[config.mk]
export PLATFORM = sky130hd
export DESIGN_NAME = ao311_arbiter
export DESIGN_NICKNAME = d
export VERILOG_FILES = /design/src/rtl/ao311_pkg.sv /design/src/rtl/ao311.sv /design/src/rtl/ao311_arbiter_rr_pick.sv /design/src/rtl/ao311_arbiter.sv
export SDC_FILE = /design/constraint.sdc
export NUM_CORES = 1
export LEC_CHECK = 0
export BUFFER_PORTS_ARGS = -buffer_cell sky130_fd_sc_hd__buf_2
export CELL_PAD_IN_SITES_DETAIL_PLACEMENT = 0
export CELL_PAD_IN_SITES_GLOBAL_PLACEMENT = 1
export CORE_MARGIN = 3
export CORE_UTILIZATION = 27
export CTS_CLUSTER_DIAMETER = 80
export DETAILED_ROUTE_END_ITERATION = 8
export GPL_TIMING_DRIVEN = 0
export PLACE_DENSITY_LB_ADDON = 0.1
export SLEW_MARGIN = 20
export SYNTH_ARGS = -nofsm -noshare
export SYNTH_HDL_FRONTEND = slang
export SYNTH_SLANG_ARGS = --single-unit
[constraint.sdc]
create_clock -name clk -period 2.6 [get_ports clk]
set_clock_uncertainty 0.1 [all_clocks]
set_input_delay 0.52 -clock clk [delete_from_list [all_inputs] [get_ports clk]]
set_output_delay 0.52 -clock clk [all_outputs]
set_load 0.01 [all_outputs]
[src/rtl/ao311_pkg.sv]
`default_nettype none
// ============================================================================
// Module      : ao311_pkg
// Description : Shared types and constants for the ao311 arbiter slice.
//               - state_t : arbiter FSM encoding (IDLE, EVAL, RESP)
//               - OPND_W  : width of one requester operand slice {a,b,c,d,e}
//               - *_POS   : bit position of each field inside a slice
// Revision    : 1.0 - initial release
// ============================================================================
package ao311_pkg;

    typedef enum logic [1:0] {
        IDLE = 2'd0,
        EVAL = 2'd1,
        RESP = 2'd2
    } state_t;

    localparam int unsigned OPND_W = 5;

    // Operand slice layout: {a,b,c,d,e}, a in the MSB.
    localparam int unsigned A_POS = 4;
    localparam int unsigned B_POS = 3;
    localparam int unsigned C_POS = 2;
    localparam int unsigned D_POS = 1;
    localparam int unsigned E_POS = 0;

endpackage : ao311_pkg
`default_nettype wire

[src/rtl/ao311.sv]
`default_nettype none
// ============================================================================
// Module      : ao311
// Description : AND-OR 3-1-1 cell, z = a&b&c | d | e.
// Ports       : a_i, b_i, c_i, d_i, e_i - cell inputs
//               z_o                     - cell output
// Revision    : 1.0 - initial release
// ============================================================================
module ao311 (
    input  logic a_i,
    input  logic b_i,
    input  logic c_i,
    input  logic d_i,
    input  logic e_i,
    output logic z_o
);

    logic w_and3;

    assign w_and3 = a_i & b_i & c_i;
    assign z_o    = w_and3 | d_i | e_i;

endmodule : ao311
`default_nettype wire

[src/rtl/ao311_arbiter_rr_pick.sv]
`default_nettype none
// ============================================================================
// Module      : rr_pick
// Description : Combinational round-robin winner selection. Scans req
//               starting at ptr and wrapping at NREQ-1 -> 0; the first set
//               bit wins.
// Ports       : req_i    - request vector, bit i = requester i
//               ptr_i    - highest-priority index
//               winner_o - index of the selected requester
//               any_o    - high when at least one request is set
// Revision    : 1.0 - initial release
// ============================================================================
module rr_pick #(
    parameter int unsigned NREQ = 4,
    parameter int unsigned IDW  = 2
) (
    input  logic [NREQ-1:0] req_i,
    input  logic [IDW-1:0]  ptr_i,
    output logic [IDW-1:0]  winner_o,
    output logic            any_o
);

    always_comb begin
        int unsigned idx;
        winner_o = '0;
        any_o    = 1'b0;
        idx      = 0;
        for (int unsigned i = 0; i < NREQ; i++) begin
            idx = (int'(ptr_i) + i) % NREQ;
            if (!any_o && req_i[idx[IDW-1:0]]) begin
                any_o    = 1'b1;
                winner_o = idx[IDW-1:0];
            end
        end
    end

endmodule : rr_pick
`default_nettype wire

[src/rtl/ao311_arbiter.sv]
`default_nettype none
// ============================================================================
// Module      : ao311_arbiter
// Description : Round-robin sequencer sharing one ao311 cell among NREQ
//               requesters. A granted requester's operands are latched,
//               evaluated through the cell and returned as a registered,
//               ID-tagged result on a valid/ready channel.
// Ports       : clk, rst          - clock, synchronous active-high reset
//               req, opnd         - request vector and packed operand slices
//               gnt               - one-cycle one-hot grant pulse
//               rsp_valid/ready   - response handshake
//               rsp_id, rsp_z     - answered requester and its result
//               busy              - FSM outside IDLE
//               chk_err           - sticky cell self-check error
// Options     : AO311_SELFCHECK_EN - compares the cell output against the
//               behavioural expression during EVAL; when undefined chk_err
//               is tied low.
// Revision    : 1.0 - initial release
// ============================================================================
module ao311_arbiter
    import ao311_pkg::*;
#(
    parameter int unsigned NREQ = 4,
    parameter int unsigned IDW  = 2
) (
    input  logic                   clk,
    input  logic                   rst,
    input  logic [NREQ-1:0]        req,
    input  logic [NREQ*OPND_W-1:0] opnd,
    output logic [NREQ-1:0]        gnt,
    output logic                   rsp_valid,
    input  logic                   rsp_ready,
    output logic [IDW-1:0]         rsp_id,
    output logic                   rsp_z,
    output logic                   busy,
    output logic                   chk_err
);

    state_t              state_q, state_d;
    logic [IDW-1:0]      ptr_q, ptr_d;
    logic [NREQ-1:0]     gnt_q, gnt_d;
    logic                rsp_valid_q, rsp_valid_d;
    logic [IDW-1:0]      rsp_id_q, rsp_id_d;
    logic                rsp_z_q, rsp_z_d;
    logic [OPND_W-1:0]   opnd_q, opnd_d;

    logic [IDW-1:0]      w_winner;
    logic                w_any;
    logic                w_cell_z;
    logic [OPND_W-1:0]   w_slice [NREQ];

    generate
        for (genvar gi = 0; gi < NREQ; gi++) begin : g_slice
            assign w_slice[gi] = opnd[gi*OPND_W +: OPND_W];
        end
    endgenerate

    rr_pick #(
        .NREQ (NREQ),
        .IDW  (IDW)
    ) u_pick (
        .req_i    (req),
        .ptr_i    (ptr_q),
        .winner_o (w_winner),
        .any_o    (w_any)
    );

    ao311 u_cell (
        .a_i (opnd_q[A_POS]),
        .b_i (opnd_q[B_POS]),
        .c_i (opnd_q[C_POS]),
        .d_i (opnd_q[D_POS]),
        .e_i (opnd_q[E_POS]),
        .z_o (w_cell_z)
    );

    always_comb begin
        state_d     = state_q;
        ptr_d       = ptr_q;
        gnt_d       = gnt_q;
        rsp_valid_d = rsp_valid_q;
        rsp_id_d    = rsp_id_q;
        rsp_z_d     = rsp_z_q;
        opnd_d      = opnd_q;
        case (state_q)
            IDLE: begin
                if (w_any) begin
                    opnd_d   = w_slice[w_winner];
                    rsp_id_d = w_winner;
                    gnt_d    = NREQ'(1) << w_winner;
                    state_d  = EVAL;
                end
            end
            EVAL: begin
                rsp_z_d     = w_cell_z;
                gnt_d       = '0;
                rsp_valid_d = 1'b1;
                state_d     = RESP;
            end
            RESP: begin
                if (rsp_ready) begin
                    rsp_valid_d = 1'b0;
                    // Next scan starts just past the requester we served.
                    ptr_d   = (rsp_id_q == IDW'(NREQ - 1)) ? '0 : rsp_id_q + 1'b1;
                    state_d = IDLE;
                end
            end
            default: begin
                gnt_d       = '0;
                rsp_valid_d = 1'b0;
                state_d     = IDLE;
            end
        endcase
    end

    always_ff @(posedge clk) begin
        if (rst) begin
            state_q     <= IDLE;
            ptr_q       <= '0;
            gnt_q       <= '0;
            rsp_valid_q <= 1'b0;
            rsp_id_q    <= '0;
            rsp_z_q     <= 1'b0;
            opnd_q      <= '0;
        end else begin
            state_q     <= state_d;
            ptr_q       <= ptr_d;
            gnt_q       <= gnt_d;
            rsp_valid_q <= rsp_valid_d;
            rsp_id_q    <= rsp_id_d;
            rsp_z_q     <= rsp_z_d;
            opnd_q      <= opnd_d;
        end
    end

`ifdef AO311_SELFCHECK_EN
    logic chk_err_q, chk_err_d;
    logic w_expect_z;

    assign w_expect_z = (opnd_q[A_POS] & opnd_q[B_POS] & opnd_q[C_POS])
                      | opnd_q[D_POS] | opnd_q[E_POS];

    always_comb begin
        chk_err_d = chk_err_q;
        if ((state_q == EVAL) && (w_cell_z != w_expect_z)) begin
            chk_err_d = 1'b1;
        end
    end

    always_ff @(posedge clk) begin
        if (rst) begin
            chk_err_q <= 1'b0;
        end else begin
            chk_err_q <= chk_err_d;
        end
    end

    assign chk_err = chk_err_q;
`else
    assign chk_err = 1'b0;
`endif

    assign gnt       = gnt_q;
    assign rsp_valid = rsp_valid_q;
    assign rsp_id    = rsp_id_q;
    assign rsp_z     = rsp_z_q;
    assign busy      = (state_q != IDLE);

endmodule : ao311_arbiter
`default_nettype wire

==> out/metrics.csv <==
stage;metric;value;unit
logic_synthesis;synthesized cell area;873;um^2
drt;count of TritonRoute iterations in the first routing pass;4;
logic_synthesis;most common library cells after synthesis;sky130_fd_sc_hd__dfxtp_1, sky130_fd_sc_hd__nor2_1, sky130_fd_sc_hd__nand2_1;
die;die area;3950;um^2
drt;DR WL/cell;12.0;um
global_route;number of global-route vias before repair;822;
run_status;status;finished, final reports clean;
logic_synthesis;number of warnings printed during yosys synthesis;0;
drt;per-cell via count in the routed design;4.61;
global_route;GR Util All Layers;0.116;
clock_tree;Max H-tree Level;1;
sta;final critical delay including setup and external delays;2.05;ns
drt;count of nets left with antenna violations after detail routing;0;
sta;remaining max-slew budget at the tightest pin;0.445;
power;leakage power figure;0.515;nW
die;standard cell core area;3080;um^2
clock_tree;clock tree from TritonCTS;done;
sta;setup-violating endpoint count in the final report;0;
place;instance area at placement;1100;um^2
die;die boundary width;62.9;um
critical_path;Setup crit start kind;flop;
power;total design power;0.573;mW
drt;# DRC;0;
clock_tree;clock sink total;17;
logic_synthesis;total of flip-flops plus latches after synthesis;17;
layout;final design area excluding fillers;1120;um^2
logic_synthesis;number of distinct library cells after synthesis;30;
logic_synthesis;EDFF count, synth;0;
sta;aggregate negative setup slack;0;ns
logic_synthesis;share of flip-flops with an asynchronous set or reset;0;
die;standard-cell row count;20;
die;starting density of the core;0.284;
place;RePlAce Congestion;0.784;
layout;area growth from synthesis to final layout;28.8;%
sta;share of the clock period used by the worst path;0.789;
sta;Final Max Slew Viols;0;
layout;layout cells sized above 1;0.314;
power;Peak VDD IR;321;uV
clock_tree;clock slew at reported path FFs;0.10;ns
critical_path;required time worst endpoint;2.71;ns
layout;number of nets in the finished design;169;
critical_path;type of the setup path with the least slack;flop to flop;
drt;Total Routed Length;2210;um
clock_tree;number of buffers created by CTS;3;
global_route;met2 GRT Util;0.186;
place;Post-DP HPWL;1700;um
sta;worst hold slack across all endpoints;0.335;ns
critical_path;data arrival time at the worst-slack endpoint;2.16;ns
flow_run;max-capacitance violation count;0;
sta;actual transition at the worst max-transition pin;0.826;ns
drt;total vias in the final route;848;
global_route;met1 layer usage reported by global route;0.156;
clock_tree;count of hold buffers inserted by post-cts repair;0;
clock_tree;root buffer cell;sky130_fd_sc_hd__clkbuf_4;
layout;Antenna Cells;0;
logic_synthesis;register area share after synthesis;0.390;
global_route;grt peak-use layer;met2;
global_route;GRT Residual Overflow;0;
logic_synthesis;Yosys top cell area share;0.390;
logic_synthesis;net count of the mapped netlist;130;
global_route;first-pass GRT wire length;3680;um
logic_synthesis;most common flop cell mapped by yosys;sky130_fd_sc_hd__dfxtp_1;
hold_path;type of the worst min-delay path;input pin to flop;
logic_synthesis;synthesized area per cell;8.56;um^2
sta;Fmax;487;MHz
logic_synthesis;synth top area cells;sky130_fd_sc_hd__dfxtp_1, sky130_fd_sc_hd__mux2i_1, sky130_fd_sc_hd__nor2_1, sky130_fd_sc_hd__o221ai_1, sky130_fd_sc_hd__a21oi_1;
drt;drt first-iter violations;40;
clock_tree;count of instances resized after the clock tree is built;0;
clock_tree;clock latency reported for the late side of the worst-skew pair;0.29;ns
logic_synthesis;Mapped Cells;102;
die;height of the die;62.9;um
critical_path;critical path peak fanout;6;
global_route;met3 track demand over resource in global routing;0.0342;
layout;final design utilization;0.365;
global_route;pin count of the biggest net entering global routing;11;
sta;unrepaired setup endpoints after global routing;false;
sta;number of failing hold endpoints at the final stage;0;
logic_synthesis;library cell occupying the most area in the post-synthesis netlist;sky130_fd_sc_hd__dfxtp_1;
critical_path;crit path capture type;flop;
global_route;number of antenna violations at the first check in global routing;0;
power;power density of the placed cells;510;nW/um^2
clock_tree;buffers inserted during post-CTS setup optimization;0;
clock_tree;Max clock buf depth;2;
place;IO buf count;34;
die;number of top-level design ports;37;
logic_synthesis;most frequently used cell type in the post-synthesis netlist;sky130_fd_sc_hd__dfxtp_1;
state kept, by name (all words and copies together) (netlist names):
| name | cells |
|---|---|
| state_q | 2 |
| opnd_q | 5 |
| gnt | 4 |
| rsp_z | 1 |
| rsp_valid | 1 |
| rsp_id | 2 |
| ptr_q | 2 |
per-layer routing:
metal  vias to the layer above  wire [um]
li1                        445          -
met1                       384       1080
met2                        19       1030
met3                         0         99
met4                         0          0
met5                         -          0
cell usage in the layout (no fill, tap or decap):
master,Yosys,routed
sky130_fd_sc_hd__a311oi_1,1,1
sky130_fd_sc_hd__conb_1,1,1
sky130_fd_sc_hd__inv_1,8,8
sky130_fd_sc_hd__a22oi_1,5,5
sky130_fd_sc_hd__dfxtp_1,17,17
sky130_fd_sc_hd__buf_4,1,1
sky130_fd_sc_hd__clkbuf_4,0,3
sky130_fd_sc_hd__nor2b_1,1,1
sky130_fd_sc_hd__buf_6,1,1
sky130_fd_sc_hd__o221ai_1,5,5
sky130_fd_sc_hd__a21oi_2,1,1
sky130_fd_sc_hd__nor4_1,1,1
sky130_fd_sc_hd__a32o_1,1,1
sky130_fd_sc_hd__a21o_1,1,1
sky130_fd_sc_hd__a21oi_1,8,8
sky130_fd_sc_hd__nand2_1,9,9
sky130_fd_sc_hd__o21ai_0,4,4
sky130_fd_sc_hd__or2_4,2,2
sky130_fd_sc_hd__buf_2,1,35
sky130_fd_sc_hd__nand2b_1,2,2
sky130_fd_sc_hd__nor2_1,12,12
sky130_fd_sc_hd__mux2i_1,7,7
sky130_fd_sc_hd__o211ai_1,1,1
sky130_fd_sc_hd__o2bb2a_1,1,1
sky130_fd_sc_hd__a311oi_4,1,1
sky130_fd_sc_hd__nand3b_1,1,1
sky130_fd_sc_hd__clkbuf_1,1,2
sky130_fd_sc_hd__ha_1,1,1
sky130_fd_sc_hd__nor3_1,5,5
sky130_fd_sc_hd__o21ai_1,1,1
sky130_fd_sc_hd__o311a_1,1,1
worst max-delay path, cell delays in order (launching register included):
cell	delay, ns
sky130_fd_sc_hd__dfxtp_1	0.36
sky130_fd_sc_hd__or2_4	0.27
sky130_fd_sc_hd__or2_4	0.27
sky130_fd_sc_hd__nor3_1	0.67
sky130_fd_sc_hd__a22oi_1	0.20
sky130_fd_sc_hd__o221ai_1	0.10
path summary, 6_finish.rpt:
| path | from | to | slack [ns] | cells after the start |
|---|---|---|---|---|
| worst min register to register | gnt[0] | gnt[0] | 0.35 | 2 |
| worst min-delay path | rst | state_q[0] | 0.33 | 2 |
| worst max-delay path | state_q[1] | opnd_q[3] | 0.55 | 5 |
| worst max register to register | state_q[1] | opnd_q[3] | 0.55 | 5 |
power by group:
group          total, mW  switching [mW]  leakage (nW)  internal (mW)
logic              0.132          0.0692         0.361         0.0623
registers          0.300          0.0164         0.139          0.284
clock network      0.142          0.0822        0.0150         0.0596
stage by stage:
step                      cells  setup WS [ns]
after floorplan             102          0.710
after global placement      180          0.339
after detailed placement    180          0.370
after CTS                   184          0.539
after global routing        184          0.434
final                       184          0.547
cells by family after synthesis:
kind of cell,after synthesis,synth area share
adder cells (fa/ha/maj),1,0.0143
multiplexers,7,0.0802
flip-flops,17,0.390
other,1,0.00429
AO/OA/AOI/OAI,31,0.269
AND/OR/NAND/NOR,33,0.176
buffers and inverters,12,0.0659
layout make-up:
class | count | area [um^2]
Buffer | 4 | 27.5
Timing Repair Buffer | 34 | 170
Fill cell | 345 | 1950
Inverter | 8 | 30.0
Clock buffer | 4 | 26.3
Tap cell | 44 | 55.1
Sequential cell | 17 | 340
Multi-Input combinational cell | 73 | 475
(Power assumes the default switching activity.)
